==> src/rtl/seq_tnn_stream.sv <==
`timescale 1ns/1ps
// seq_tnn_stream
// Streaming two-layer ternary neural network engine. It accepts one feature
// vector, evaluates PAR hidden neurons per cycle, then scores one class per
// cycle while it keeps a running argmax, and presents the winning class index.
// The weights are elaboration-time parameters in a dense mask/sign encoding.
//
// Handshake: a transfer happens on any rising clk edge where valid and ready
// are both 1. in_ready is high only in IDLE. Once out_valid is raised,
// prediction stays stable until the edge where out_ready is also high.
//
// Ports:
//   clk        clock
//   rst        asynchronous active-low reset
//   features   FEAT_CNT x FEAT_BITS unsigned; feature i at [i*FEAT_BITS +: FEAT_BITS]
//   in_valid   features valid
//   in_ready   engine accepts a new vector (IDLE only)
//   prediction winning class index, meaningful while out_valid=1
//   out_valid  prediction valid
//   out_ready  downstream accepts the prediction
//   score      (TNN_SCORE_OUT_EN only) signed score of the winning class
//
// Optional build macro: TNN_SCORE_OUT_EN adds the score output port.
module seq_tnn_stream #(
  parameter int FEAT_CNT   = 12,
  parameter int FEAT_BITS  = 4,
  parameter int HIDDEN_CNT = 40,
  parameter int CLASS_CNT  = 6,
  parameter int PAR        = 4,
  parameter logic [FEAT_CNT*HIDDEN_CNT-1:0]  W1_MASK = '0,
  parameter logic [FEAT_CNT*HIDDEN_CNT-1:0]  W1_SIGN = '0,
  parameter logic [HIDDEN_CNT*CLASS_CNT-1:0] W2_MASK = '0,
  parameter logic [HIDDEN_CNT*CLASS_CNT-1:0] W2_SIGN = '0
) (
  input  logic                              clk,
  input  logic                              rst,
  input  logic [FEAT_CNT*FEAT_BITS-1:0]     features,
  input  logic                              in_valid,
  output logic                              in_ready,
  output logic [$clog2(CLASS_CNT)-1:0]      prediction,
  output logic                              out_valid,
  input  logic                              out_ready
`ifdef TNN_SCORE_OUT_EN
  ,
  output logic signed [$clog2(HIDDEN_CNT)+1:0] score
`endif
);

  localparam int ACC_W   = FEAT_BITS + $clog2(FEAT_CNT) + 1;
  localparam int SCORE_W = $clog2(HIDDEN_CNT) + 2;
  localparam int G       = (HIDDEN_CNT + PAR - 1) / PAR;
  localparam int GRP_W   = (G > 1) ? $clog2(G) : 1;
  localparam int CLS_W   = $clog2(CLASS_CNT);
  localparam int FI_W    = (FEAT_CNT > 1) ? $clog2(FEAT_CNT) : 1;
  localparam int HI_W    = (HIDDEN_CNT > 1) ? $clog2(HIDDEN_CNT) : 1;
  localparam int PI_W    = (PAR > 1) ? $clog2(PAR) : 1;
  localparam int W1I_W   = (FEAT_CNT*HIDDEN_CNT > 1) ? $clog2(FEAT_CNT*HIDDEN_CNT) : 1;
  localparam int W2I_W   = (HIDDEN_CNT*CLASS_CNT > 1) ? $clog2(HIDDEN_CNT*CLASS_CNT) : 1;

  localparam logic [1:0] IDLE   = 2'd0;
  localparam logic [1:0] HIDDEN = 2'd1;
  localparam logic [1:0] CLASS  = 2'd2;
  localparam logic [1:0] DONE   = 2'd3;

  logic [1:0]                    state;
  logic [GRP_W-1:0]              grp;
  logic [CLS_W-1:0]              cls;
  logic [FEAT_CNT*FEAT_BITS-1:0] feat_q;
  logic [HIDDEN_CNT-1:0]         hidden_q;
  logic signed [SCORE_W-1:0]     best_score;
  logic [CLS_W-1:0]              best_idx;

  assign in_ready = (state == IDLE);

  // Layer 1: PAR neurons of the current group, evaluated combinationally.
  logic [FEAT_BITS-1:0]      feat_arr [FEAT_CNT];
  logic signed [ACC_W-1:0]   nsum     [PAR];
  logic                      nlive    [PAR];
  logic [HI_W-1:0]           nidx     [PAR];

  for (genvar gi = 0; gi < FEAT_CNT; gi++) begin : g_feat
    assign feat_arr[gi] = feat_q[gi*FEAT_BITS +: FEAT_BITS];
  end

  always_comb begin
    for (int p = 0; p < PAR; p++) begin
      nsum[PI_W'(p)]  = '0;
      // The last group may run past HIDDEN_CNT; those lanes are idle.
      nlive[PI_W'(p)] = (int'(grp) * PAR + p) < HIDDEN_CNT;
      nidx[PI_W'(p)]  = HI_W'(int'(grp) * PAR + p);
      if (nlive[PI_W'(p)]) begin
        for (int i = 0; i < FEAT_CNT; i++) begin
          if (W1_MASK[W1I_W'((int'(grp) * PAR + p) * FEAT_CNT + i)]) begin
            if (W1_SIGN[W1I_W'((int'(grp) * PAR + p) * FEAT_CNT + i)])
              nsum[PI_W'(p)] = nsum[PI_W'(p)] - $signed(ACC_W'(feat_arr[FI_W'(i)]));
            else
              nsum[PI_W'(p)] = nsum[PI_W'(p)] + $signed(ACC_W'(feat_arr[FI_W'(i)]));
          end
        end
      end
    end
  end

  // Layer 2: score of class cls over all hidden bits.
  logic signed [SCORE_W-1:0] cls_score;
  logic                      take_new;
  logic signed [SCORE_W-1:0] win_score;
  logic [CLS_W-1:0]          win_idx;

  always_comb begin
    cls_score = '0;
    for (int j = 0; j < HIDDEN_CNT; j++) begin
      if (W2_MASK[W2I_W'(int'(cls) * HIDDEN_CNT + j)]) begin
        if (hidden_q[HI_W'(j)] ^ W2_SIGN[W2I_W'(int'(cls) * HIDDEN_CNT + j)])
          cls_score = cls_score + SCORE_W'(1);
        else
          cls_score = cls_score - SCORE_W'(1);
      end
    end
    // Strict greater-than keeps the lowest index on ties.
    take_new  = (cls == '0) || (cls_score > best_score);
    win_score = take_new ? cls_score : best_score;
    win_idx   = take_new ? cls : best_idx;
  end

`ifdef TNN_SCORE_OUT_EN
  logic signed [SCORE_W-1:0] score_q;
  assign score = score_q;
`endif

  always_ff @(posedge clk or negedge rst) begin
    if (!rst) begin
      state      <= IDLE;
      grp        <= '0;
      cls        <= '0;
      feat_q     <= '0;
      hidden_q   <= '0;
      best_score <= '0;
      best_idx   <= '0;
      prediction <= '0;
      out_valid  <= 1'b0;
`ifdef TNN_SCORE_OUT_EN
      score_q    <= '0;
`endif
    end else begin
      case (state)
        IDLE: begin
          if (in_valid) begin
            feat_q <= features;
            grp    <= '0;
            state  <= HIDDEN;
          end
        end
        HIDDEN: begin
          for (int p = 0; p < PAR; p++) begin
            if (nlive[PI_W'(p)])
              hidden_q[nidx[PI_W'(p)]] <= !nsum[PI_W'(p)][ACC_W-1];
          end
          if (grp == GRP_W'(G - 1)) begin
            grp   <= '0;
            cls   <= '0;
            state <= CLASS;
          end else begin
            grp <= grp + GRP_W'(1);
          end
        end
        CLASS: begin
          best_score <= win_score;
          best_idx   <= win_idx;
          if (cls == CLS_W'(CLASS_CNT - 1)) begin
            prediction <= win_idx;
            out_valid  <= 1'b1;
            state      <= DONE;
`ifdef TNN_SCORE_OUT_EN
            score_q    <= win_score;
`endif
          end else begin
            cls <= cls + CLS_W'(1);
          end
        end
        default: begin
          if (out_ready) begin
            out_valid <= 1'b0;
            state     <= IDLE;
          end
        end
      endcase
    end
  end

endmodule

==> config.mk <==
export PLATFORM = sky130hd
export DESIGN_NAME = seq_tnn_stream
export DESIGN_NICKNAME = d
export VERILOG_FILES = /design/src/rtl/seq_tnn_stream.sv
export SDC_FILE = /design/constraint.sdc
export NUM_CORES = 1
export LEC_CHECK = 0
export CAP_MARGIN = 40
export CORE_ASPECT_RATIO = 1.75
export CORE_UTILIZATION = 39
export DETAILED_ROUTE_END_ITERATION = 7
export HOLD_SLACK_MARGIN = 0.03
export MAX_ROUTING_LAYER = met4
export PLACE_DENSITY_LB_ADDON = 0.15
export SYNTH_ARGS = -nofsm -noshare
export SYNTH_HDL_FRONTEND = slang
export SYNTH_SLANG_ARGS = --single-unit
==> constraint.sdc <==
create_clock -name clk -period 3.6 [get_ports clk]
set_clock_uncertainty 0.15 [all_clocks]
set_input_delay 0.72 -clock clk [delete_from_list [all_inputs] [get_ports clk]]
set_output_delay 0.72 -clock clk [all_outputs]
set_load 0.02 [all_outputs]
==> impl_metrics.csv <==
group,metric,value,unit
outcome,run_status,"finished, final reports clean",
grt,grt_pass1_vias,743,
timing,report.final.setup_viol,0,
synth,synth-seq-cells,16,
clocking,cts_sinks,16,
route,wl,1.748,mm
place,placed_cell_area,1042,µm²
die,die_w,39.18,µm
clocking,clk_pin_slew_worst_paths,60,ps
clocking,cts_root_buf,"clkbuf_8",
route,drt_pass1_iterations,4,
route,drt_iter0_markers,14,
synth,async_flop_share,100.0,%
synth,yosysWarnings,0,
grt,grt_max_degree,17,
synth,synthDistinctLibCells,26,
power,leakagePower,0.0005223,µW
synth,synth_top_family_by_area,"simple AND/OR/NAND/NOR gates",
synth,synth-main-ff-cell,"dfrtp_1",
die,rows,23,
synth,avgSynthCellArea,10.25,µm²
synth,synth_area,943.4,µm²
critical_path,critPathMaxStageDelay,650,ps
critical_path,cpLargestDelayFamily,"buffers and inverters",
place,numPortBuffers,8,
critical_path,crit_start,"state[0]$_DFFE_PN0P_",
place,hpwl,1.346,mm
synth,synth_adder_area_share,14.59,%
synth,synth_cells,92,
die,start_util,40.98,%
flow_run,maxCapViolations,0,
worst_hold_path,min_from,"best_idx[1]$_DFFE_PN0N_",
worst_hold_path,hold_path_end,"best_idx[1]$_DFFE_PN0N_",
power,power,829.0,µW
timing,hold_violations,0,
timing,min_period,2601,ps
clocking,cts_tree,"done",
synth,yosysTopAreaCell,"dfrtp_1",
grt,grt_pass1_wl,3.022,mm
synth,synth_edf_count,0,
clocking,cts_max_level,1,
critical_path,cp_slowest_cell,"clkdlybuf4s50_1",
route,wl_per_cell,13.87,µm
critical_path,rr_startpoint,"state[0]$_DFFE_PN0P_",
final_layout,layout.cells.non_filler,126,
synth,synthSimpleGateAreaFrac,19.23,%
route,vias,681,
timing,setup_ws,999.1,ps
synth,yosys-top-cells-area,"dfrtp_1 (42%), ha_1 (15%), nand2_1 (5.2%)",
critical_path,cp_cell_sequence,"inv_1 -> ha_1 -> clkdlybuf4s50_1",
clocking,clockBufferDepth,2,
clocking,cts_resized,0,
critical_path,regToRegSetupSlack,1700,ps
clocking,cts_hold_buf,0,
synth,syn_nets,155,
timing,relSlewSlack,51.24,%
clocking,cts-buffers-inserted,3,
route,drc,0,
worst_hold_path,holdPathStages,2,
critical_path,critPathKind,"flop to output port",
critical_path,crit_buf_inv,2,
critical_path,r2r_end,"state[0]$_DFFE_PN0P_",
grt,globalRoute.totalOverflow,0,
synth,synthXorXnorAreaFrac,0,%
final_layout,n_fill_cell,240,
critical_path,worstPathRequired,2730,ps
final_layout,syn_to_final_growth,14.85,%
place,place_ws,1268,ps
route,ant_nets,0,
synth,post-synth-top-area-fraction,42.44,%
clocking,clock_latency,250,ps
grt,grt_usage,17.39,%
synth,muxShareOfSynthArea,5.703,%
final_layout,nets,166,
critical_path,cp-start-kind,"flop",
timing,fin_crit_sh,72.25,%
clocking,cts_setup_buffers,0,
final_layout,antenna_cells,0,
die,ios,57,
timing,drv_slew,0,
synth,ys_seq_area_share,42.44,%
power,powerDensity,765.1,nW/µm²
critical_path,crit_fanout,7,
place,dp_cells,123,
worst_hold_path,hp-class,"flop to flop",
critical_path,crit_arrival,1730,ps
critical_path,end_kind,"output port",
die,die_area,2628,µm²
final_layout,final_area,1084,µm²
timing,tns,0,ps
timing,worstMarginPinSlew,729.1,ps
critical_path,r2r_cells,6,
final_layout,drive_above_1_share,8.911,%
power,irDropWorstVdd,0.0003666,V
die,die_h,67.07,µm
route,vias_per_cell,5.405,
timing,fmax,384.5,MHz
grt,antenna_found_initial,0,
place,gp_congestion,0.7390,
timing,rsz0062_at_grt,"no",
die,core,2302,µm²
synth,synth_compound_area_share,14.32,%
final cells by class:
cell class | count | area (µm²) | area share, %
Clock buffer | 3 | 41.29 | 3.811
Multi-Input combinational cell | 68 | 508.0 | 46.88
Timing Repair Buffer | 8 | 80.08 | 7.390
Inverter | 6 | 22.52 | 2.079
Tap cell | 25 | 31.28 | 2.887
Sequential cell | 16 | 400.4 | 36.95
power by group:
group / switching (µW) / internal, µW
registers: 59.9 / 236
clock network: 59.1 / 74.2
logic: 222 / 177
total: 341 / 488
registers in the layout (all words and copies together), names as in the netlist:
| signal | cells |
|---|---|
| cls | 3 |
| grp | 4 |
| best_idx | 3 |
| out_valid | 1 |
| state | 2 |
| prediction | 3 |
placed cells by master, fill, tap and decap left out, drive strengths merged:
cell / n
a21oi: 5
a221oi: 1
a22o: 3
a311oi: 1
a31oi: 1
and2: 1
and3b: 2
clkbuf: 3
clkdlybuf4s50: 8
dfrtp: 16
ha: 11
inv: 6
mux2: 3
mux2i: 2
nand2: 13
nand2b: 1
nand3: 6
nand3b: 2
nand4: 4
nor2: 2
nor2b: 1
nor3: 1
o21ai: 7
o31ai: 1
kinds of logic after synthesis:
kind of cell	Yosys count
compound gates	19
fa+ha+maj	11
buf+inv	8
flops	16
mux	5
simple gates	33
layer usage:
metal,part of all wire [%],global-route usage (%),vias to the layer above,wire length [µm]
met2,54,30.83,11,945
met4,2.9,10.34,0,50
met1,41,16.95,319,714
met3,2.1,2.000,4,37
met5,0,-,-,0
li1,-,-,347,-
worst reg2reg max path, delay by kind of cell, from the launching register on:
kind | cells | cell delay [ps]
compound gates | 3 | 630
flops | 1 | 420
fa+ha+maj | 1 | 280
simple gates | 1 | 190
buf+inv | 1 | 100
metrics by stage:
| step | util, % | hold slack (ps) |
|---|---|---|
| floorplan | - | 274.4 |
| global placement | 45.27 | 310.5 |
| detailed placement | 45.27 | 327.3 |
| CTS | 47.07 | 341.2 |
| global route | 47.07 | 362.0 |
| finish | 47.07 | 338.5 |
how the worst max path moves through the flow:
| stage | cells past startpoint | slack (ps) | endpoint |
|---|---|---|---|
| 6_report | 3 | 1000 | in_ready |
| 4_1_cts | 3 | 980 | in_ready |
| 2_1_floorplan | 6 | 1780 | state[0]$_DFFE_PN0P_ |
| 3_5_place_dp | 3 | 1270 | in_ready |
| 3_3_place_gp | 3 | 1280 | in_ready |
| 5_1_grt | 3 | 920 | in_ready |
cell usage after synthesis, types with 2 or more instances:
master / instances
nand3_1: 6
nor2_1: 2
dfrtp_1: 16
mux2i_1: 2
mux2_2: 3
nand4_1: 4
nand2_1: 13
a21oi_1: 5
o21ai_0: 7
a22o_1: 3
inv_1: 6
ha_1: 11
No activity file was read; power rests on OpenSTA's default activity.
